[src/rtl/sky130_fd_io__hvclamp_seq_ctl.sv]
// Per-channel high-voltage clamp sequencer: debounced engage, timed hold, staggered release.
// Optional per-channel engage-event counters are enabled with SKY130_FD_IO_HVCLAMP_EVTCNT_EN.
module sky130_fd_io__hvclamp_seq_ctl #(
  parameter int NCH      = 4,
  parameter int DEB_CYC  = 4,
  parameter int HOLD_CYC = 16,
  parameter int MAX_CYC  = 1024
) (
  input  logic             clk,
  input  logic             rst,
  input  logic             en,
  input  logic [NCH-1:0]   trig,
  input  logic             force_on,
  output logic [NCH-1:0]   clamp_on,
  output logic [NCH-1:0]   fault,
`ifdef SKY130_FD_IO_HVCLAMP_EVTCNT_EN
  output logic [8*NCH-1:0] evt_cnt,
`endif
  output logic             busy
);

  localparam logic [1:0] S_IDLE  = 2'd0;
  localparam logic [1:0] S_DEB   = 2'd1;
  localparam logic [1:0] S_CLAMP = 2'd2;
  localparam logic [1:0] S_HOLD  = 2'd3;

  localparam logic [7:0]  DEB_LIM  = 8'(DEB_CYC);
  localparam logic [15:0] HOLD_LIM = 16'(HOLD_CYC);
  localparam logic [15:0] MAX_LIM  = 16'(MAX_CYC);

  // Packed per-channel FSM state, kept visible for debug probing.
  logic [NCH-1:0][1:0]  state, nxt_st;
  logic [NCH-1:0][7:0]  deb, nxt_deb;
  logic [NCH-1:0][15:0] hold, nxt_hold, hold_dec;
  logic [NCH-1:0][15:0] run, nxt_run;
  logic [NCH-1:0]       enter, nxt_on, nxt_fault, nxt_busy;
  logic                 granted;

  always_comb begin
    granted = 1'b0;
    for (int i = 0; i < NCH; i++) begin
      nxt_st[i]   = state[i];
      nxt_deb[i]  = deb[i];
      nxt_hold[i] = hold[i];
      nxt_run[i]  = run[i];
      enter[i]    = 1'b0;
      hold_dec[i] = (hold[i] == 16'd0) ? 16'd0 : hold[i] - 16'd1;
      case (state[i])
        S_IDLE: begin
          if (en && trig[i]) begin
            if (DEB_CYC == 1) begin
              nxt_st[i] = S_CLAMP;
              nxt_run[i] = 16'd0;
              enter[i] = 1'b1;
            end else begin
              nxt_st[i] = S_DEB;
              nxt_deb[i] = 8'd1;
            end
          end
        end
        S_DEB: begin
          if (!en || !trig[i]) begin
            nxt_st[i] = S_IDLE;
            nxt_deb[i] = 8'd0;
          end else if (deb[i] + 8'd1 == DEB_LIM) begin
            nxt_st[i] = S_CLAMP;
            nxt_deb[i] = 8'd0;
            nxt_run[i] = 16'd0;
            enter[i] = 1'b1;
          end else begin
            nxt_deb[i] = deb[i] + 8'd1;
          end
        end
        S_CLAMP: begin
          if (!trig[i]) begin
            nxt_st[i] = S_HOLD;
            nxt_hold[i] = HOLD_LIM;
            nxt_run[i] = 16'd0;
          end else if (run[i] != MAX_LIM) begin
            nxt_run[i] = run[i] + 16'd1;
          end
        end
        default: begin
          if (trig[i]) begin
            nxt_st[i] = S_CLAMP;
            nxt_hold[i] = 16'd0;
            nxt_run[i] = 16'd0;
          end else begin
            nxt_hold[i] = hold_dec[i];
            // Only the lowest expired channel releases per cycle; the rest wait at zero.
            if (hold_dec[i] == 16'd0 && !granted) begin
              nxt_st[i] = S_IDLE;
              granted = 1'b1;
            end
          end
        end
      endcase
      nxt_on[i]    = (nxt_st[i] == S_CLAMP) || (nxt_st[i] == S_HOLD);
      nxt_fault[i] = fault[i] || ((nxt_st[i] == S_CLAMP) && (nxt_run[i] == MAX_LIM));
      nxt_busy[i]  = (nxt_st[i] != S_IDLE);
    end
  end

  always_ff @(posedge clk) begin
    if (rst) begin
      state    <= '0;
      deb      <= '0;
      hold     <= '0;
      run      <= '0;
      clamp_on <= '0;
      fault    <= '0;
      busy     <= 1'b0;
`ifdef SKY130_FD_IO_HVCLAMP_EVTCNT_EN
      evt_cnt  <= '0;
`endif
    end else begin
      state    <= nxt_st;
      deb      <= nxt_deb;
      hold     <= nxt_hold;
      run      <= nxt_run;
      clamp_on <= nxt_on | {NCH{force_on}};
      fault    <= nxt_fault;
      busy     <= |nxt_busy;
`ifdef SKY130_FD_IO_HVCLAMP_EVTCNT_EN
      for (int i = 0; i < NCH; i++) begin
        if (enter[i] && evt_cnt[8*i +: 8] != 8'hFF)
          evt_cnt[8*i +: 8] <= evt_cnt[8*i +: 8] + 8'd1;
      end
`endif
    end
  end

endmodule

[config.mk]
export PLATFORM = sky130hd
export DESIGN_NAME = sky130_fd_io__hvclamp_seq_ctl
export DESIGN_NICKNAME = d
export VERILOG_FILES = /design/src/rtl/sky130_fd_io__hvclamp_seq_ctl.sv
export SDC_FILE = /design/constraint.sdc
export NUM_CORES = 1
export LEC_CHECK = 0
export ABC_AREA = 1
export CELL_PAD_IN_SITES_DETAIL_PLACEMENT = 2
export CELL_PAD_IN_SITES_GLOBAL_PLACEMENT = 2
export CORE_MARGIN = 2
export CORE_UTILIZATION = 38
export CTS_BUF_LIST = sky130_fd_sc_hd__clkbuf_8
export DETAILED_ROUTE_END_ITERATION = 10
export HOLD_SLACK_MARGIN = 0.1
export PLACE_DENSITY = 0.92
export SLEW_MARGIN = 40
export SYNTH_ARGS = -nofsm -noshare
export SYNTH_HDL_FRONTEND = slang
export SYNTH_SLANG_ARGS = --single-unit
[constraint.sdc]
create_clock -name clk -period 6.5 [get_ports clk]
set_input_delay 0.65 -clock clk [delete_from_list [all_inputs] [get_ports clk]]
set_output_delay 0.65 -clock clk [all_outputs]
set_load 0.03 [all_outputs]
==> results of run 1 <==
-- layer usage --
layer | vias up | part of all wire [%] | GRT usage, %
met4 | 0 | 3.4 | 12.9
li1 | 7368 | - | -
met3 | 138 | 3.1 | 5.02
met5 | - | 0 | 0
met2 | 301 | 52 | 60.8
met1 | 7861 | 41 | 36.6
-- flip-flops by register name (all words and copies together) (netlist names) --
name,count
hold,64
run,64
deb,32
state,8
clamp_on,4
fault,4
busy,1
-- where the power goes --
part	switching [W]	total (W)	internal (W)
Combinational	0.0000749	0.0000945	0.0000196
Clock	0.000500	0.000807	0.000306
Sequential	0.00000672	0.00110	0.00109
Total	0.000582	0.00200	0.00142
-- area by class of cell --
cell class | count | area [µm²] | share of cell area, %
clock inverters | 11 | 82.6 | 0.579
repair buffers | 23 | 214 | 1.50
well taps | 455 | 569 | 3.99
clock buffers | 21 | 289 | 2.03
multi-input cells | 1748 | 8270 | 58.0
inverters | 342 | 1280 | 9.00
flip-flops and latches | 177 | 3540 | 24.9
-- worst reg2reg max path: cells and delay by family, from the launching register on --
| family | cells | cell delay (ns) |
|---|---|---|
| compound gates | 1 | 0.31 |
| simple gates | 14 | 2.04 |
| fa+ha+maj | 1 | 0.25 |
| buf+inv | 1 | 0.18 |
| flops | 1 | 0.33 |
-- cells by family (layout without fill, tap and decap cells) --
group,after synthesis,in the layout,synth area share (%)
xor+xnor,13,13,0.851
simple gates,1390,1390,45.9
compound gates,327,327,13.4
flops,177,177,26.5
fa+ha+maj,18,18,1.68
buf+inv,397,397,11.7
-- layout by cell type, fill, tap and decap left out, drive strengths merged, types with 3 or more instances in the layout --
master and count:
buf 8, a221oi 8, clkinv 8, nor2 413, inv 341, nand3b 6, clkinvlp 4, xnor2 3
nand3 243, nand4 52, clkdlybuf4s50 15, a21oi 122, clkbuf 21, and2 6, o21bai 3, o22ai 20
o21ai 158, a22oi 5, xor2 10, ha 18, nor3 30, nand2 635, dfxtp 177
-- per-stage QoR --
step / hold slack [ns] / area (µm²) / cells / utilization, % / setup slack (ns)
floorplan: 0.444 / 13400 / 2322 / - / 4.43
global placement: 0.452 / 13900 / 2745 / 40.1 / 3.04
detailed placement: 0.466 / 13900 / 2745 / 40.1 / 3.08
CTS: 0.483 / 14300 / 2777 / 41.2 / 3.28
global route: 0.506 / 14300 / 2777 / 41.2 / 2.98
finish: 0.479 / 14300 / 2777 / 41.2 / 3.25
-- how the worst min path moves through the flow --
stage	from	end	cells past startpoint
after floorplan	hold[0]	hold[0]	2
after global placement	hold[0]	hold[0]	2
after detailed placement	hold[48]	hold[48]	2
after CTS	hold[48]	hold[48]	2
after global routing	hold[48]	hold[48]	2
final	hold[48]	hold[48]	2
==> flow_summary.yaml, run 1 <==
status:
  outcome: "finished clean"
routing:
  vias: 15700
  drc: 0
  routed_via_density: 5.64
  wl_per_cell_um: 21.1
  wl_mm: 58.7
  drt-initial-drc-count: 680
  ant_nets: 0
  first_pass_iters: 7
synthesis:
  synth-edff-count: 0
  syn_inst: 2322
  synth_area_leaders: "dfxtp_1 26%, nand2_1 17%, nor2_1 10%"
  seq_area_frac_synth_pct: 26.5
  synthArstFlopShare_pct: 0
  synth_ff_type: "dfxtp_1"
  yosys.cell_types.count: 48
  ys_ff_latch: 177
  synth_top_area_cell: "dfxtp_1"
  ys_warn_count: 0
  synth_top_cell_area_share_pct: 26.5
  yosysMostFrequentCell: "nand2_1"
  syn_avg_cell_area_um2: 5.76
  syn-num-nets: 2348
  synth_commonest_cells: "622 x nand2_1, 370 x nor2_1, 325 x inv_1"
  syn_area_um2: 13400
critical_path:
  critPathBufInv: 1
  rr_startpoint: "hold[48]"
  worstSetupEndpoint: "busy"
  critPathMostFrequentCell: "nor2_1"
  rrSetupSlack_ns: 3.25
  startpoint_type: "register"
  r2r-end: "busy"
  cp.depth: 17
  setup.worst_path.class: "register to register"
  r2r_cells: 17
  cp.required_ns: 6.90
  worst_setup_path_end_kind: "register"
  worstPathMaxFanout: 20
  startpoint: "hold[48]"
  cp_slowest_cell: "dfxtp_1"
  max_stage_delay_ns: 0.33
  cp_top_family: "simple AND/OR/NAND/NOR gates"
  arrival_ns: 3.64
  crit_chain: "inv_1, ha_1, nand3_1, nor2_4, nand2_2, o21ai_0, nand2_1, nor2_1, nand2_1, nor2_1, nand2_1, nor2_1, nor2_2, nor2_2, nand3_1, nor2_1, nor2_1"
pwr:
  power.total_w: 0.00200
  vdd_ir_drop_max_mv: 0.148
  power_density_nw_per_um2: 140
  leakage_nw: 6.55
floorplan:
  dieWidth_um: 192
  placementRows: 68
  dieHeight_um: 192
  die_area_um2: 36700
  initial_core_util_pct: 38.6
  io_pins: 17
  core_um2: 34600
cts:
  clkTransAtPathRegs_ns: 0.12
  clkLatencyLatePin_ns: 0.54
  cts_made_buffers: 17
  cts_tree: "built"
  post_cts_resized: 0
  cts_buffer_depth: 2
  cts_root_buf: "clkbuf_8"
  hold_buffers: 0
  clock_sinks: 177
  htree_levels: 4
  post_cts_buffers: 0
sta:
  finalCritPeriodShare_pct: 50.0
  skew_ns: 0.0210
  worstMarginPinSlew_ns: 0.811
  relSlewSlack_pct: 45.7
  rsz0062_at_grt: "false"
  drv_slew: 0
  finalHoldViolCount: 0
  fin_crit_ns: 3.25
  tns_ns: 0
  fmax_mhz: 308
  setup_viol: 0
placement:
  place_congestion: 0.854
  numPortBuffers: 16
  place_hpwl_mm: 42.4
global_routing:
  grt_first_pass_wirelength_mm: 94.8
  antenna_found_initial: 0
  grtUsageTotal_pct: 32.5
  grt_start_max_net_pins: 89
  grt_pass1_vias: 17600
  grt_overflow_total: 0
finish:
  drive_gt1_share_pct: 6.42
  n_antenna_cell: 0
  final_nets: 2335
  nFillCells: 4496
  area_growth_pct: 6.59
job:
  maxCapViolCount: 0
min_path:
  hold_class: "register to register"
No activity file was read; power rests on OpenSTA's default activity.
==> run 2: changes to the inputs <==
--- a/config.mk
+++ b/config.mk
@@ -9,11 +9,11 @@
 export CELL_PAD_IN_SITES_DETAIL_PLACEMENT = 2
 export CELL_PAD_IN_SITES_GLOBAL_PLACEMENT = 2
 export CORE_MARGIN = 2
-export CORE_UTILIZATION = 38
+export CORE_UTILIZATION = 35
 export CTS_BUF_LIST = sky130_fd_sc_hd__clkbuf_8
 export DETAILED_ROUTE_END_ITERATION = 10
 export HOLD_SLACK_MARGIN = 0.1
-export PLACE_DENSITY = 0.92
+export PLACE_DENSITY = 0.86
 export SLEW_MARGIN = 40
 export SYNTH_ARGS = -nofsm -noshare
 export SYNTH_HDL_FRONTEND = slang
==> constraint.sdc (replaced) <==
create_clock -name clk -period 3.2 [get_ports clk]
set_input_delay 0.32 -clock clk [delete_from_list [all_inputs] [get_ports clk]]
set_output_delay 0.32 -clock clk [all_outputs]
set_load 0.03 [all_outputs]
==> flow_summary.yaml, run 2 (synthesis gave the netlist of run 1 again) <==
status:
  outcome: "finished clean"
critical_path:
  crit_chain: "inv_1, ha_1, nand2_2, nor2_4, nand3_4, nand2_1, nand3_1, nor2_1, nand3_1, nand3b_1, a21oi_2, nand3_1, nor2_1, nor2_1"
  max_stage_delay_ns: 0.33
  worstPathMaxFanout: 13
  worst_setup_path_end_kind: "register"
  startpoint: "hold[32]"
  startpoint_type: "register"
  setup.worst_path.class: "register to register"
  cp.required_ns: 3.60
  r2r-end: "busy"
  cp_slowest_cell: "dfxtp_1"
  worstSetupEndpoint: "busy"
  rrSetupSlack_ns: 0.34
  arrival_ns: 3.26
  rr_startpoint: "hold[32]"
  r2r_cells: 14
floorplan:
  initial_core_util_pct: 35.5
  placementRows: 71
  dieWidth_um: 199
  dieHeight_um: 199
  io_pins: 17
  core_um2: 37700
  die_area_um2: 39800
placement:
  place_congestion: 0.864
  place_hpwl_mm: 37.9
  numPortBuffers: 16
cts:
  htree_levels: 4
  post_cts_buffers: 0
  clkTransAtPathRegs_ns: 0.10
  clkLatencyLatePin_ns: 0.53
  cts_root_buf: "clkbuf_8"
  post_cts_resized: 0
  cts_made_buffers: 17
  cts_buffer_depth: 2
  clock_sinks: 177
  hold_buffers: 0
  cts_tree: "built"
finish:
  reg_top3: "hold: 64 flops, run: 64 flops, deb: 32 flops"
  layout_common_cells: "622 x nand2_1, 370 x nor2_1, 328 x inv_1"
  n_antenna_cell: 0
  area_growth_pct: 8.38
  finalCoreUtilization_pct: 38.5
  drive_gt1_share_pct: 7.13
  final_common_cell: "nand2_1"
  final_nets: 2357
pwr:
  leakage_nw: 6.67
  vdd_ir_drop_max_mv: 0.295
  power_density_nw_per_um2: 277
routing:
  met2_length_mm: 26.7
  met1_length_mm: 23.2
  top_layer: "met4"
  routed_via_density: 5.36
  first_pass_iters: 5
  wl_mm: 51.7
  drc: 0
  wl_met3_um: 984
  ant_nets: 0
  drt-initial-drc-count: 606
  wl_per_cell_um: 18.1
  vias: 15300
sta:
  setup_viol: 0
  finalCritPeriodShare_pct: 89.3
  skew_ns: 0.0194
  worstMarginPinSlew_ns: 0.742
  drv_slew: 0
  tns_ns: 0
  fin_crit_ns: 2.86
  relSlewSlack_pct: 50.3
  rsz0062_at_grt: "false"
  finalHoldViolCount: 0
  fmax_mhz: 350
global_routing:
  antenna_found_initial: 0
  grtUsageTotal_pct: 26.7
  grt_pass1_vias: 16700
  grt_overflow_total: 0
  grt_start_max_net_pins: 74
  grt_first_pass_wirelength_mm: 86.0
job:
  maxCapViolCount: 0
min_path:
  hold_class: "primary input to register"
  hp-start: "rst"
[run 2: cell type report]
class / instances / area [µm²]
Sequential cell: 177 / 3540
Tap cell: 511 / 639
Clock inverter: 13 / 126
Multi-Input combinational cell: 1749 / 8290
Fill cell: 4978 / 23200
Clock buffer: 17 / 234
Timing Repair Buffer: 44 / 384
Inverter: 342 / 1280
[run 2: routing by layer]
layer  vias to the layer above  GRT usage (%)
li1                       7419              -
met1                      7677           32.1
met2                       144           50.1
met3                        48           2.72
met4                         0           7.13
met5                         -              0
[run 2: how the worst min path moves through the flow]
stage,end,slack [ns],cells past startpoint
finish,hold[62],0.36,3
global route,hold[5],0.41,3
CTS,hold[12],0.35,3
detailed placement,hold[48],0.46,2
global placement,fault[0],0.45,2
floorplan,hold[0],0.44,2
[run 2: report_power, final]
part	switching [W]	internal (W)	total, W	leakage (nW)
clock network	0.000916	0.000672	0.00159	0.187
registers	0.0000136	0.00221	0.00223	1.43
logic	0.000147	0.0000475	0.000194	5.06
total	0.00108	0.00293	0.00401	6.67
[run 2: stage by stage]
step / cell area [µm²] / setup slack [ns] / cells / hold slack (ns) / power, W
after CTS: 14500 / 0.178 / 2852 / 0.354 / 0.00406
after global routing: 14500 / 0.0431 / 2853 / 0.405 / 0.00416
after global placement: 14100 / 0.301 / 2822 / 0.448 / 0.00246
after detailed placement: 14100 / 0.242 / 2822 / 0.463 / 0.00247
final: 14500 / 0.342 / 2853 / 0.364 / 0.00401
after floorplan: 13400 / 1.13 / 2322 / 0.444 / 0.00238
[run 2: worst max-delay path, delay by kind of cell, from the launching register on]
| kind | cells | cell delay [ns] |
|---|---|---|
| AND/OR/NAND/NOR | 11 | 1.72 |
| adder cells (fa/ha/maj) | 1 | 0.26 |
| buffers and inverters | 1 | 0.17 |
| AO/OA/AOI/OAI | 1 | 0.25 |
| flip-flops | 1 | 0.33 |
==> run 3: changes to the inputs <==
--- a/config.mk
+++ b/config.mk
@@ -6,6 +6,7 @@
 export NUM_CORES = 1
 export LEC_CHECK = 0
 export ABC_AREA = 1
+export CAP_MARGIN = 20
 export CELL_PAD_IN_SITES_DETAIL_PLACEMENT = 2
 export CELL_PAD_IN_SITES_GLOBAL_PLACEMENT = 2
 export CORE_MARGIN = 2
@@ -13,7 +14,7 @@
 export CTS_BUF_LIST = sky130_fd_sc_hd__clkbuf_8
 export DETAILED_ROUTE_END_ITERATION = 10
 export HOLD_SLACK_MARGIN = 0.1
-export PLACE_DENSITY = 0.86
+export PLACE_DENSITY_LB_ADDON = 0.1
 export SLEW_MARGIN = 40
 export SYNTH_ARGS = -nofsm -noshare
 export SYNTH_HDL_FRONTEND = slang
==> flow_summary.yaml, run 3 (synthesis gave the netlist of run 1 again) <==
sta:
  tns_ns: 0
  finalCritPeriodShare_pct: 91.3
  finalHoldViolCount: 0
  fin_crit_ns: 2.92
  drv_slew: 0
  setup_viol: 0
  worstMarginPinSlew_ns: 0.756
  rsz0062_at_grt: "false"
  skew_ns: 0.0115
  relSlewSlack_pct: 49.4
  fmax_mhz: 342
routing:
  wl_per_cell_um: 17.0
  ant_nets: 0
  vias: 14900
  wl_mm: 48.7
  first_pass_iters: 4
  routed_via_density: 5.21
  drt-initial-drc-count: 468
  drc: 0
finish:
  reg_top3: "hold: 64 flops, run: 64 flops, deb: 32 flops"
  drive_gt1_share_pct: 7.30
  layout_common_cells: "622 x nand2_1, 370 x nor2_1, 326 x inv_1"
  nFillCells: 4971
  n_antenna_cell: 0
  multi_input_area_um2: 8280
  area_growth_pct: 8.66
  seq_area_um2: 3540
  final_nets: 2357
  postLayoutCellArea_um2: 14500
  final_common_cell: "nand2_1"
critical_path:
  startpoint: "hold[32]"
  worstSetupEndpoint: "busy"
  startpoint_type: "register"
  arrival_ns: 3.37
  cp.required_ns: 3.65
  setup.worst_path.class: "register to register"
  worstPathMaxFanout: 26
  r2r_cells: 15
  r2r-end: "busy"
  rrSetupSlack_ns: 0.28
  rr_startpoint: "hold[32]"
  worst_setup_path_end_kind: "register"
floorplan:
  dieHeight_um: 199
  die_area_um2: 39800
  dieWidth_um: 199
  core_um2: 37700
  io_pins: 17
  initial_core_util_pct: 35.5
  placementRows: 71
pwr:
  vdd_ir_drop_max_mv: 0.302
  power.total_w: 0.00409
  power_density_nw_per_um2: 281
  leakage_nw: 6.68
job:
  maxCapViolCount: 0
global_routing:
  grtUsageTotal_pct: 25.7
  grt_overflow_total: 0
  grt_first_pass_wirelength_mm: 81.6
  antenna_found_initial: 0
  grt_pass1_vias: 16100
  grt_start_max_net_pins: 115
min_path:
  hp-start: "rst"
  hold_class: "primary input to register"
placement:
  place_congestion: 0.825
  post_dp_cell_area_um2: 14100
  place_hpwl_mm: 36.4
  numPortBuffers: 16
cts:
  cts_root_buf: "clkbuf_8"
  cts_tree: "built"
  clkLatencyLatePin_ns: 0.58
  htree_levels: 4
  clkTransAtPathRegs_ns: 0.10
  cts_buffer_depth: 2
  post_cts_buffers: 0
  clock_sinks: 177
  cts_made_buffers: 17
status:
  outcome: "finished clean"
run 3: critical path, cell delays in order (launching register included):
cell and delay, ns:
dfxtp_1 0.33, inv_1 0.15, ha_1 0.25, nand2_2 0.13
nor2_4 0.16, nand3_4 0.28, nand2_1 0.24, nand3_1 0.09
nor2_1 0.11, nand2_1 0.06, nor2_1 0.16, nand3_1 0.16
o21ai_2 0.32, nand3_1 0.17, nor2_1 0.14, nor2_1 0.05
run 3: per-stage QoR:
step | util [%] | hold WS, ns | worst slack, ns | std cells
2_1_floorplan | - | 0.444 | 1.13 | 2322
3_3_place_gp | 37.5 | 0.452 | 0.354 | 2823
3_5_place_dp | 37.5 | 0.466 | 0.251 | 2823
4_1_cts | 38.6 | 0.300 | 0.212 | 2855
5_1_grt | 38.6 | 0.328 | 0.000458 | 2855
6_report | 38.6 | 0.298 | 0.277 | 2855
run 3: layout make-up:
type / instances / share of cell area [%]
clock buffers: 21 / 1.99
clock inverters: 11 / 0.706
inverters: 342 / 8.83
multi-input cells: 1748 / 56.9
flip-flops and latches: 177 / 24.4
well taps: 511 / 4.40
repair buffers: 45 / 2.75
run 3: worst min-delay path by stage:
| stage | end | slack, ns | depth (start not counted) |
|---|---|---|---|
| after floorplan | hold[0] | 0.44 | 2 |
| after global placement | hold[32] | 0.45 | 2 |
| after detailed placement | hold[48] | 0.47 | 2 |
| after CTS | run[58] | 0.30 | 4 |
| after global routing | deb[18] | 0.33 | 3 |
| final | fault[0] | 0.30 | 3 |
run 3: per-layer routing:
metal / wire, µm / vias up / track usage [%] / part of all wire [%]
met5: 0 / - / 0 / 0
met4: 1070 / 0 / 8.89 / 2.2
met3: 847 / 53 / 3.27 / 1.7
met2: 24000 / 88 / 46.1 / 49
met1: 22800 / 7304 / 31.4 / 47
li1: - / 7437 / - / -
run 3: report_power, final:
part | leakage, nW | internal, W | switching [W]
Sequential | 1.43 | 0.00221 | 0.0000113
Combinational | 5.05 | 0.0000481 | 0.000149
Clock | 0.200 | 0.000701 | 0.000966
run 3: repair_timing:
item                                    CTS  global route
resized for setup                         0             1
endpoints found under the setup margin    0             1
hold buffers                              0             0
